`config.mk`:
```
export PLATFORM = sky130hd
export DESIGN_NAME = sec_timer_arbiter
export DESIGN_NICKNAME = d
export VERILOG_FILES = /design/src/rtl/timer_arb_pkg.sv /design/src/rtl/rr_picker.sv /design/src/rtl/sec_timer_arbiter.sv
export SDC_FILE = /design/constraint.sdc
export NUM_CORES = 1
export LEC_CHECK = 0
export BUFFER_PORTS_ARGS = -buffer_cell sky130_fd_sc_hd__buf_2
export CAP_MARGIN = 10
export CORE_UTILIZATION = 40
export DETAILED_ROUTE_END_ITERATION = 8
export PLACE_DENSITY_LB_ADDON = 0.15
export SYNTH_ARGS = -nofsm -noshare
export SYNTH_HDL_FRONTEND = slang
export SYNTH_HIERARCHICAL = 1
export SYNTH_SLANG_ARGS = --single-unit
```
`constraint.sdc`:
```
create_clock -name clk -period 2.8 [get_ports clk]
set_input_delay 0.28 -clock clk [delete_from_list [all_inputs] [get_ports clk]]
set_output_delay 0.28 -clock clk [all_outputs]
set_load 0.005 [all_outputs]
```
`src/rtl/timer_arb_pkg.sv`:
```
// Shared types for the seconds-timer arbiter: FSM encoding and the default 1 Hz divider.
package timer_arb_pkg;

   typedef enum logic [1:0] {
      IDLE  = 2'd0,
      COUNT = 2'd1,
      DONE  = 2'd2
   } state_t;

   localparam int DEF_TICK_DIV = 100_000_000;

endpackage

```
`src/rtl/rr_picker.sv`:
```
// Combinational round-robin picker: first asserted req at or after ptr, wrapping.
module rr_picker #(
   parameter int NREQ  = 4,
   parameter int IDX_W = 2
) (
   input  logic [NREQ-1:0]  req,
   input  logic [IDX_W-1:0] ptr,
   output logic [IDX_W-1:0] idx,
   output logic             vld
);

   // Walk from the farthest offset back to ptr so the nearest requester wins last.
   always_comb begin
      int i;
      idx = '0;
      vld = 1'b0;
      for (int k = NREQ - 1; k >= 0; k--) begin
         i = int'(ptr) + k;
         if (i >= NREQ) i = i - NREQ;
         if (req[i]) begin
            idx = IDX_W'(i);
            vld = 1'b1;
         end
      end
   end

endmodule

```
`src/rtl/sec_timer_arbiter.sv`:
```
// Round-robin owner of one shared seconds timer; counts the owner's duration down to a done pulse.
// Define TIMER_ARB_PRESCALE_EN to build an internal TICK_DIV divider in place of the tick input.
import timer_arb_pkg::*;

module sec_timer_arbiter #(
   parameter int NREQ     = 4,
   parameter int CNT_W    = 4,
   parameter int TICK_DIV = DEF_TICK_DIV
) (
   input  logic                  clk,
   input  logic                  rst,
   input  logic [NREQ-1:0]       req,
   input  logic [NREQ*CNT_W-1:0] dur,
   input  logic                  abort,
   input  logic                  tick,
   output logic                  timer_en,
   output logic [NREQ-1:0]       grant,
   output logic [NREQ-1:0]       done,
   output logic                  busy,
   output logic [CNT_W-1:0]      remain,
   output logic                  flash
);

   localparam int IDX_W = (NREQ > 1) ? $clog2(NREQ) : 1;
   localparam logic [NREQ-1:0] ONE = NREQ'(1);

   state_t                       state;
   logic [IDX_W-1:0]             rr_ptr, owner, win, nxt_ptr;
   logic                         win_vld, tick_c, cancel;
   logic [NREQ-1:0][CNT_W-1:0]   dur_a;

   assign dur_a   = dur;
   assign cancel  = abort | ~req[owner];
   assign nxt_ptr = (owner == IDX_W'(NREQ - 1)) ? '0 : owner + 1'b1;

   rr_picker #(.NREQ(NREQ), .IDX_W(IDX_W)) u_pick (
      .req (req),
      .ptr (rr_ptr),
      .idx (win),
      .vld (win_vld)
   );

`ifdef TIMER_ARB_PRESCALE_EN
   logic [31:0] div_cnt;

   assign tick_c = (state == COUNT) && (div_cnt == 32'(TICK_DIV - 1));

   // Divider only runs while counting so each grant starts a fresh second.
   always_ff @(posedge clk) begin
      if (rst || state != COUNT || tick_c) div_cnt <= '0;
      else                                 div_cnt <= div_cnt + 32'd1;
   end
`else
   assign tick_c = tick;
`endif

   always_ff @(posedge clk) begin
      if (rst) begin
         state    <= IDLE;
         rr_ptr   <= '0;
         owner    <= '0;
         grant    <= '0;
         done     <= '0;
         remain   <= '0;
         flash    <= 1'b0;
         timer_en <= 1'b0;
         busy     <= 1'b0;
      end else begin
         case (state)
            IDLE: begin
               done <= '0;
               if (win_vld) begin
                  owner  <= win;
                  grant  <= ONE << win;
                  remain <= dur_a[win];
                  busy   <= 1'b1;
                  if (dur_a[win] != '0) begin
                     state    <= COUNT;
                     timer_en <= 1'b1;
                  end else begin
                     state <= DONE;
                     done  <= ONE << win;
                  end
               end
            end
            COUNT: begin
               // Cancel has priority over a coincident tick.
               if (cancel) begin
                  state    <= IDLE;
                  grant    <= '0;
                  remain   <= '0;
                  flash    <= 1'b0;
                  timer_en <= 1'b0;
                  busy     <= 1'b0;
                  rr_ptr   <= nxt_ptr;
               end else if (tick_c) begin
                  if (remain == CNT_W'(1)) begin
                     state    <= DONE;
                     remain   <= '0;
                     flash    <= 1'b0;
                     timer_en <= 1'b0;
                     done     <= grant;
                  end else begin
                     remain <= remain - 1'b1;
                     flash  <= ~flash;
                  end
               end
            end
            DONE: begin
               state  <= IDLE;
               done   <= '0;
               grant  <= '0;
               busy   <= 1'b0;
               rr_ptr <= nxt_ptr;
            end
            default: state <= IDLE;
         endcase
      end
   end

endmodule
```
# --- Yosys cells after proc, flatten, opt, wreduce, memory -nomap -nowiden ---
# Index checks and enable logic that the tools add are counted.
totals:
  regBits: 21
  inputBits: 24
  out_inout_bits: 15
  elab_cells: 121
op_classes:
  n_addsub: 9
  magnitude_cmp: 10
  eq_ne: 12
  n_shift: 1
  mux: 63
  bitwise: 3
  reduce_logical: 14
op_table:
  columns: ["cell", "n"]
  rows:
  - ["< comparator 32 x 4 -> 1 bit (second input constant)", 4]
  - ["2-to-1 mux 32 bit", 4]
  - ["greater-or-equal comparator 32 x 4 -> 1 bit (second input constant)", 3]
  - ["subtractor 32 x 4 -> 32 bit (second input constant)", 3]
  - ["2-to-1 mux 4 bit", 12]
  - ["one-hot mux 4 bit (3 select lines)", 2]
  - ["2-to-1 mux 1 bit", 23]
  - ["2-to-1 mux 2 bit", 11]
  - ["binary-select mux 1 bit (select 2 bit)", 5]
  - ["!= test 2 bit (second input constant)", 5]
  - ["AND reduction 3 bit", 3]
  - ["binary-select mux 4 bit (select 2 bit)", 1]
  - ["one-hot mux 2 bit (2 select lines)", 2]
  - ["one-hot mux 4 bit (2 select lines)", 1]
  - ["adder 2 x 2 -> 3 bit (second input constant)", 2]
  - ["< comparator 2 x 3 -> 1 bit (second input constant)", 2]
  - ["!= test 3 bit (second input constant)", 2]
  - ["AND reduction 2 bit", 3]
  - ["nonzero test 2 bit", 3]
  - ["AND reduction 5 bit", 1]
  - ["equality test 2 bit (second input constant)", 2]
  - ["equality test 4 x 1 -> 1 bit (second input constant)", 1]
  - ["AND reduction 4 bit", 1]
  - ["nonzero test 4 bit", 1]
  - ["other kinds (14)", 15]

# --- Longest topological paths before layout ---
# Gate-level depths: netlist of run 1.
depth:
  depth_word: 16
  ltp_mapped: 9
  mapped_depth_nobuf: 8

# --- By module ---
# Netlist of run 1, hierarchy kept.
by_module_without_submodules:
  columns: ["mod", "instances", "cells_each", "area_each_um2", "seq_area_each_um2"]
  rows:
  - ["sec_timer_arbiter", 1, 146, 1328.8, 420.4]
  - ["rr_picker", 1, 13, 77.6, 0.0]

# --- Worst setup path before layout of run 1 ---
# OpenSTA, ideal clock, no wires.
synth_path:
  kind: "register to register"
  start: "reg rr_ptr[1]"
  end: "reg done[0]"
  setup_ps: 70
  t_arrival_ps: 2369
  t_required_ps: 2730
  slack_ps: 361
  stages_incl_launch_ff: 10
  path_buffers: 1
  synth_period_minus_slack_ps: 2439
  path_cell_list: "dfxtp_1 -> nand2b_1 -> a21oi_1 -> a211oi_2 -> buf_6 -> mux4_2 -> or4b_4 -> nor3b_2 -> a31oi_1 -> a21oi_1"
synth_via:
  elab_chain_cells: 16
  elab_cells_between_ends: 42
  cone_classes: "7 x add/sub; 4 x order compare; 1 x shift; 29 x mux; 1 x reduce/logical"
synth_rtl:
  columns: ["item", "line_no", "text"]
  rows:
  - ["start, declared", "sec_timer_arbiter.sv:28", "logic [IDX_W-1:0] rr_ptr, owner, win, nxt_ptr;"]
  - ["start signal, assigned", "sec_timer_arbiter.sv:95", "rr_ptr <= nxt_ptr;"]
  - ["start signal, assigned", "sec_timer_arbiter.sv:114", "rr_ptr <= nxt_ptr;"]
  - ["adder 2 x 2 -> 3 bit", "rr_picker.sv:18", "i = int'(ptr) + k;"]
  - ["subtractor 32 x 4 -> 32 bit or greater-or-equal comparator 32 x 4 -> 1 bit (tied branches)", "rr_picker.sv:19", "if (i >= NREQ) i = i - NREQ;"]
  - ["2-to-1 mux 32 bit", "rr_picker.sv:19", null]
  - ["binary-select mux 1 bit (select 2 bit)", "rr_picker.sv:20", "if (req[i]) begin"]
  - ["2-to-1 mux 1 bit (implied by the code) (2 in series)", "rr_picker.sv:20", null]
  - ["2-to-1 mux 2 bit (3 in series)", "rr_picker.sv:20", null]
  - ["2-to-1 mux 2 bit (*)", "rr_picker.sv:20", null]
  - ["named net win[0]", "sec_timer_arbiter.sv:28", null]
  - ["binary-select mux 4 bit (select 2 bit)", "sec_timer_arbiter.sv:77", "if (dur_a[win] != '0) begin"]
  - ["2-to-1 mux 4 bit (implied by the code)", "sec_timer_arbiter.sv:77", null]
  - ["nonzero test 4 bit", "sec_timer_arbiter.sv:77", null]
  - ["2-to-1 mux 4 bit (*)", "sec_timer_arbiter.sv:77", null]
  - ["2-to-1 mux 4 bit (*)", "sec_timer_arbiter.sv:72", "if (win_vld) begin"]
  - ["one-hot mux 4 bit (3 select lines) (*)", "sec_timer_arbiter.sv:69", "case (state)"]
  - ["end signal, assigned", "sec_timer_arbiter.sv:82", "done <= ONE << win;"]
  - ["end signal, assigned", "sec_timer_arbiter.sv:102", "done <= grant;"]
  - ["end, declared", "sec_timer_arbiter.sv:18", "output logic [NREQ-1:0] done,"]
# Mark *: on every way through the listed nets, which the timed path passes. The rest lies on a longest branch. The select of a mux whose other input is x is not followed.
# A chain may end at the register's enable or synchronous reset.

# --- Final worst setup path of run 1 ---
layout_path:
  start: "reg rr_ptr[0]"
  end: "reg done[2]"
# The elaborated chain is that of the path after synthesis.

==> results of run 1 <==
sequential cells by signal (all words and copies together) (netlist names):
| signal | count |
|---|---|
| owner | 2 |
| timer_en | 1 |
| flash | 1 |
| remain | 4 |
| state | 2 |
| rr_ptr | 2 |
| busy | 1 |
| grant | 4 |
| done | 4 |
power breakdown:
group          switching (mW)  total (mW)  internal, mW
Combinational           0.313       0.576         0.263
Sequential             0.0617       0.433         0.371
Clock                   0.104       0.159        0.0547
Total                   0.479        1.17         0.688
layout make-up:
type	count	area share
Clock inverter	1	0.00446
Tap cell	46	0.0342
Multi-Input combinational cell	121	0.537
Sequential cell	21	0.251
Inverter	12	0.0268
Clock buffer	3	0.0134
Timing Repair Buffer	42	0.133
Yosys cell counts, drive strengths merged (2+ instances only):
library cell   n
nor3b          8
mux4           4
o2bb2ai        2
clkbuf         3
nand2b         3
a31oi          5
a211oi         4
a311oi         2
nor2          17
nand3          6
nand2         11
ha             6
dfxtp         21
buf            2
a21oi         13
a32oi          2
nor3           4
o21ai          7
inv           12
mux2i          6
mux2           4
per-layer routing:
| metal | vias to the layer above | GRT usage |
|---|---|---|
| met3 | 4 | 0.0378 |
| met4 | 0 | 0.0682 |
| met1 | 636 | 0.265 |
| met2 | 22 | 0.354 |
| met5 | - | 0 |
| li1 | 677 | - |
per-stage QoR:
stage	instances	setup slack, ns	util
global route	246	0.0184	0.500
floorplan	159	0.361	-
CTS	246	0.117	0.499
finish	246	0.174	0.500
detailed placement	242	0.141	0.490
global placement	242	0.208	0.490
final timing paths:
check	cells after the start	end
max	8	done[2]
min	3	flash
max reg2reg	8	done[2]
min reg2reg	1	flash
cell families after synthesis:
family                   count (synthesis)  synth area share
AO/OA/AOI/OAI                           44             0.215
adder cells (fa/ha/maj)                  6            0.0534
buffers and inverters                   17            0.0587
flip-flops                              21             0.299
multiplexers                            14             0.144
AND/OR/NAND/NOR                         57             0.230
what timing repair did:
| item | CTS | global route |
|---|---|---|
| endpoints found under the hold margin | 0 | 0 |
| setup endpoints to repair | 0 | 4 |
| buffers inserted | 0 | 0 |
| gates resized for setup | 0 | 2 |
worst min-delay path, delay by kind of cell:
kind            cells  cell delay (ns)
compound gates      2             0.18
buf+inv             1             0.12
==> key figures, run 1 <==
Cells and area
  • Final net count: 231
  • Fraction of layout cells with a size suffix above 1: 0.315
  • Sequential Area: about 420 µm²
  • Most common cell after layout, fill and taps aside: buf_2
  • Fillers: approximately 360
  • Multi-input gate area: 903 µm²
  • Ant. Diodes: 0
  • Most frequent cells in the layout: buf_2 (38), dfxtp_1 (20), nor2_1 (17)
  • Fin area: around 0.0017 mm²
  • Area grow syn2layout: 19.6%

STA
  • Fin crit share: 0.938
  • RSZ-0062 raised after global routing: no
  • Setup violators final: 0
  • Slew at the pin closest to its max-slew limit: 0.639 ns
  • Final Hold Viols: 0
  • Setup TNS: 0 ns
  • Worst Skew: 0.00152 ns
  • Max Fclk: approximately 380 MHz
  • Period minus WS final: 2.63 ns
  • Slew Viols, Final: 0
  • WHS: 0.282 ns
  • Relative slew slack: 0.574

Synthesis
  • Mapped Nets: 189
  • EDFF count, synth: 0
  • Post-synthesis sequential area ratio: 0.299
  • Synth area leader: dfxtp_1
  • Number of distinct library cells after synthesis: 44
  • Leading post-synthesis cells by cell area: dfxtp_1 (30%), ha_1 (5.3%), a21oi_1 (4.6%)
  • Post-Synthesis Mean Instance Area: around 8.8 µm²
  • Synthesized instance count: 159
  • Netlist Area Pre-Place: 0.00141 mm²
  • #FFs+latches synth: 21
  • Ys flop type: dfxtp_1
  • Synth top area share: 0.299
  • Synthesis Warnings: 6
  • Async SR Flop Fraction: 0

GRT
  • Gr ovfl total: 0
  • Largest net degree at the start of global routing: 16
  • First-pass GRT wire length: 5.71 mm
  • GRT Total Usage: 0.208
  • Initial antenna violation count: 0
  • Vias in the first global route: 1,237

Pwr
  • Power density over cell area: 694 mW/mm²
  • Peak VDD IR: 0.400 mV
  • Leakage: 0.736 nW
  • Total Power: 1.17 mW

Clocking
  • Hold_buf cts: 0
  • Clock tree root driver cell: clkbuf_4
  • CTS tree: done
  • Worst-path clk slew: ~0.13 ns
  • Worst-Skew Late Latency: 0.32 ns
  • CTS buffer count: 3
  • CTS sink cnt: 21
  • Bufs on Longest Clock Path: 2
  • H-tree levels: 1

Placed design
  • Number of port buffers: 38
  • Area post-placement: approximately 0.0016 mm²
  • GPL Wtd Cong: between 0.8 and 0.9
  • DP Wirelength: approximately 2.7 mm

Setup path
  • Crit-path leading delay family: simple AND/OR/NAND/NOR gates
  • Max incr delay on CP: roughly 0.6 ns
  • Crit path launch: rr_ptr[0]
  • WP buf/inv: 1
  • Critical path data arrival time: 2.89 ns
  • Worst EP required: 3.06 ns
  • Setup crit end kind: flip-flop
  • Critical path class: reg2reg
  • Flop2flop setup slack: roughly 0.17 ns
  • Crit-path max FO: 10
  • Reg-to-Reg Start: rr_ptr[0]
  • CP Launch Type: flip-flop
  • Cell Chain, Critical Path: mux2i_1 -> a211oi_2 -> buf_6 -> mux4_2 -> or4b_4 -> nor3b_2 -> a31oi_1 -> a21oi_1
  • Slowest cell on crit path: or4b_4

Die
  • Rows: 21
  • Chip width: 61.3 µm
  • DIE AREA: 0.00376 mm²
  • Die H: 61.3 µm
  • I/O pin total: 39
  • Core area: 0.00336 mm²
  • Initial Utilization: 0.418

Hold path
  • Hold Startpoint: tick
  • Hold/Removal Path Class: in2reg

Drt
  • Met2 WL post-DR: between 1.5 and 2 mm
  • Vias/cell: roughly 5.4
  • DRT antenna net count: 0
  • Via count: ~1,300
  • M1 WL: 1.57 mm
  • Routed len/inst: about 14 µm
  • Top layer in use: met4
  • DR iter-0 viols: 75
  • DRT Pass-1 Iters: 4
  • DR DRC count: 0
  • Total wire length: 3.38 mm
  • WL met3: 102 µm

Run status
  • Status: completed

Flow run
  • MaxCap Viol Count: 0
Note: power is estimated with default switching activity, not from simulation.
==> run 2: changes to the inputs <==
--- a/config.mk
+++ b/config.mk
@@ -8,6 +8,7 @@
 export BUFFER_PORTS_ARGS = -buffer_cell sky130_fd_sc_hd__buf_2
 export CAP_MARGIN = 10
 export CORE_UTILIZATION = 40
+export CTS_BUF_LIST = sky130_fd_sc_hd__clkbuf_8 sky130_fd_sc_hd__clkbuf_16
 export DETAILED_ROUTE_END_ITERATION = 8
 export PLACE_DENSITY_LB_ADDON = 0.15
 export SYNTH_ARGS = -nofsm -noshare
==> key figures, run 2 (same netlist as run 1, synthesis figures left out) <==
Clocking
  • CTS buffer count: 3
  • Worst-path clk slew: around 0.080 ns
  • CTS sink cnt: 21
  • Post-cts resize count: 0
  • # Post-CTS Setup Buffers: 0
  • H-tree levels: 1
  • Clock tree root driver cell: clkbuf_8
  • Bufs on Longest Clock Path: 2
  • Worst-Skew Late Latency: approximately 0.27 ns
  • Hold_buf cts: 0
  • CTS tree: done

Setup path
  • CP Capture Point: done[2]
  • Worst EP required: 3.01 ns
  • Crit-path max FO: 10
  • Critical path class: reg2reg
  • R2R cell count: 8
  • Flop2flop setup slack: approximately 0.17 ns
  • Cell Chain, Critical Path: mux2i_1 -> a211oi_2 -> buf_4 -> mux4_2 -> or4b_4 -> nor3b_2 -> a31oi_1 -> a21oi_1
  • Critical path data arrival time: 2.83 ns
  • Crit path launch: rr_ptr[0]
  • FF-to-FF End: done[2]
  • Slowest cell on crit path: or4b_4
  • Reg-to-Reg Start: rr_ptr[0]
  • Max incr delay on CP: 0.59 ns
  • CP Launch Type: flip-flop
  • Setup crit end kind: flip-flop

Run status
  • Status: completed

Die
  • Rows: 21
  • Initial Utilization: 0.418
  • Core area: 0.00336 mm²
  • Chip width: 61.3 µm
  • I/O pin total: 39
  • DIE AREA: 0.00376 mm²
  • Die H: 61.3 µm

Drt
  • Total wire length: 3.38 mm
  • Vias/cell: 5.44
  • DRT antenna net count: 0
  • DR DRC count: 0
  • Routed len/inst: 13.7 µm
  • DR iter-0 viols: between 70 and 80
  • DRT Pass-1 Iters: 4
  • Via count: 1,338

STA
  • Setup violators final: 0
  • Setup TNS: 0 ns
  • Relative slew slack: 0.573
  • Slew at the pin closest to its max-slew limit: about 0.64 ns
  • Fin crit share: 0.939
  • Period minus WS final: around 2.6 ns
  • Max Fclk: 381 MHz
  • Slew Viols, Final: 0
  • Final Hold Viols: 0
  • RSZ-0062 raised after global routing: no
  • Worst Skew: 0.00189 ns

Cells and area
  • Ant. Diodes: 0
  • Fillers: 356
  • Fin area: roughly 0.0017 mm²
  • Final net count: 231
  • Most frequent cells in the layout: buf_2 (38), dfxtp_1 (20), nor2_1 (17)
  • Most common cell after layout, fill and taps aside: buf_2
  • Regs by FF count: done x4, grant x4, remain x4
  • Area grow syn2layout: 20.6%
  • Layout Cells excl Fill: 246
  • Fraction of layout cells with a size suffix above 1: 0.315

Flow run
  • MaxCap Viol Count: 0

Pwr
  • Logic pwr share: 0.471
  • P_int: roughly 0.73 mW
  • Sw power: 0.484 mW
  • Seq pwr share: 0.356
  • Power density over cell area: 717 mW/mm²
  • Clock network power share: 0.173
  • Switching Share: 0.398
  • Leakage: 0.743 nW
  • Peak VDD IR: between 0.4 and 0.5 mV

GRT
  • Vias in the first global route: 1,237
  • Initial antenna violation count: 0
  • GRT Total Usage: 0.208
  • Met1 Usage GRT: 0.265
  • First-pass GRT wire length: between 5 and 6 mm
  • Most Crowded Layer GR: met2
  • Largest net degree at the start of global routing: 16
  • Met3 usage: 0.0378
  • Met2 Use GR: 0.354
  • Gr ovfl total: 0

Placed design
  • DP Wirelength: 2.67 mm
  • Placed cell count: 242
  • Area post-placement: 0.00165 mm²
  • GPL Wtd Cong: 0.874
  • Number of port buffers: 38

Hold path
  • Hold/Removal Path Class: in2reg
## run 2: critical path: cells and delay by family, from the launching register on
family	cells	cell delay, ns
buffers and inverters	1	0.22
AND/OR/NAND/NOR	2	0.77
flip-flops	1	0.40
AO/OA/AOI/OAI	3	0.50
multiplexers	2	0.67
## run 2: power groups by stage
| stage | sequential [mW] | clock, mW | combinational, mW |
|---|---|---|---|
| after floorplan | 0.436 | 0 | 0.417 |
| after global placement | 0.438 | 0 | 0.571 |
| after detailed placement | 0.441 | 0 | 0.574 |
| after CTS | 0.433 | 0.219 | 0.578 |
| after global routing | 0.446 | 0.229 | 0.647 |
| final | 0.433 | 0.210 | 0.573 |
## run 2: area by class of cell
cell class,count,area [µm²],share of cell area
clock inverters,1,7.51,0.00442
multi-input cells,121,903,0.532
repair buffers,42,220,0.130
clock buffers,3,41.3,0.0243
flip-flops and latches,21,422,0.249
well taps,46,57.6,0.0339
inverters,12,45.0,0.0265
## run 2: worst min-delay path by stage
| stage | depth (start not counted) | startpoint | slack, ns | end |
|---|---|---|---|---|
| finish | 3 | tick | 0.34 | flash |
| global route | 2 | rst | 0.38 | grant[2] |
| CTS | 3 | tick | 0.34 | flash |
| detailed placement | 1 | flash | 0.47 | flash |
| global placement | 1 | flash | 0.45 | flash |
| floorplan | 1 | rst | 0.36 | state[1] |
## run 2: metal layers
layer,share of wire,vias up
met5,0,-
met4,0.014,0
met3,0.040,4
met2,0.49,27
met1,0.45,634
li1,-,673
## run 2: stage by stage
| step | power, mW | hold slack (ns) | setup WS [ns] | utilization |
|---|---|---|---|---|
| 6_report | 1.22 | 0.344 | 0.172 | 0.504 |
| 2_1_floorplan | 0.853 | 0.359 | 0.361 | - |
| 5_1_grt | 1.32 | 0.378 | 0.00170 | 0.504 |
| 3_3_place_gp | 1.01 | 0.447 | 0.208 | 0.490 |
| 3_5_place_dp | 1.01 | 0.469 | 0.141 | 0.490 |
| 4_1_cts | 1.23 | 0.342 | 0.124 | 0.504 |
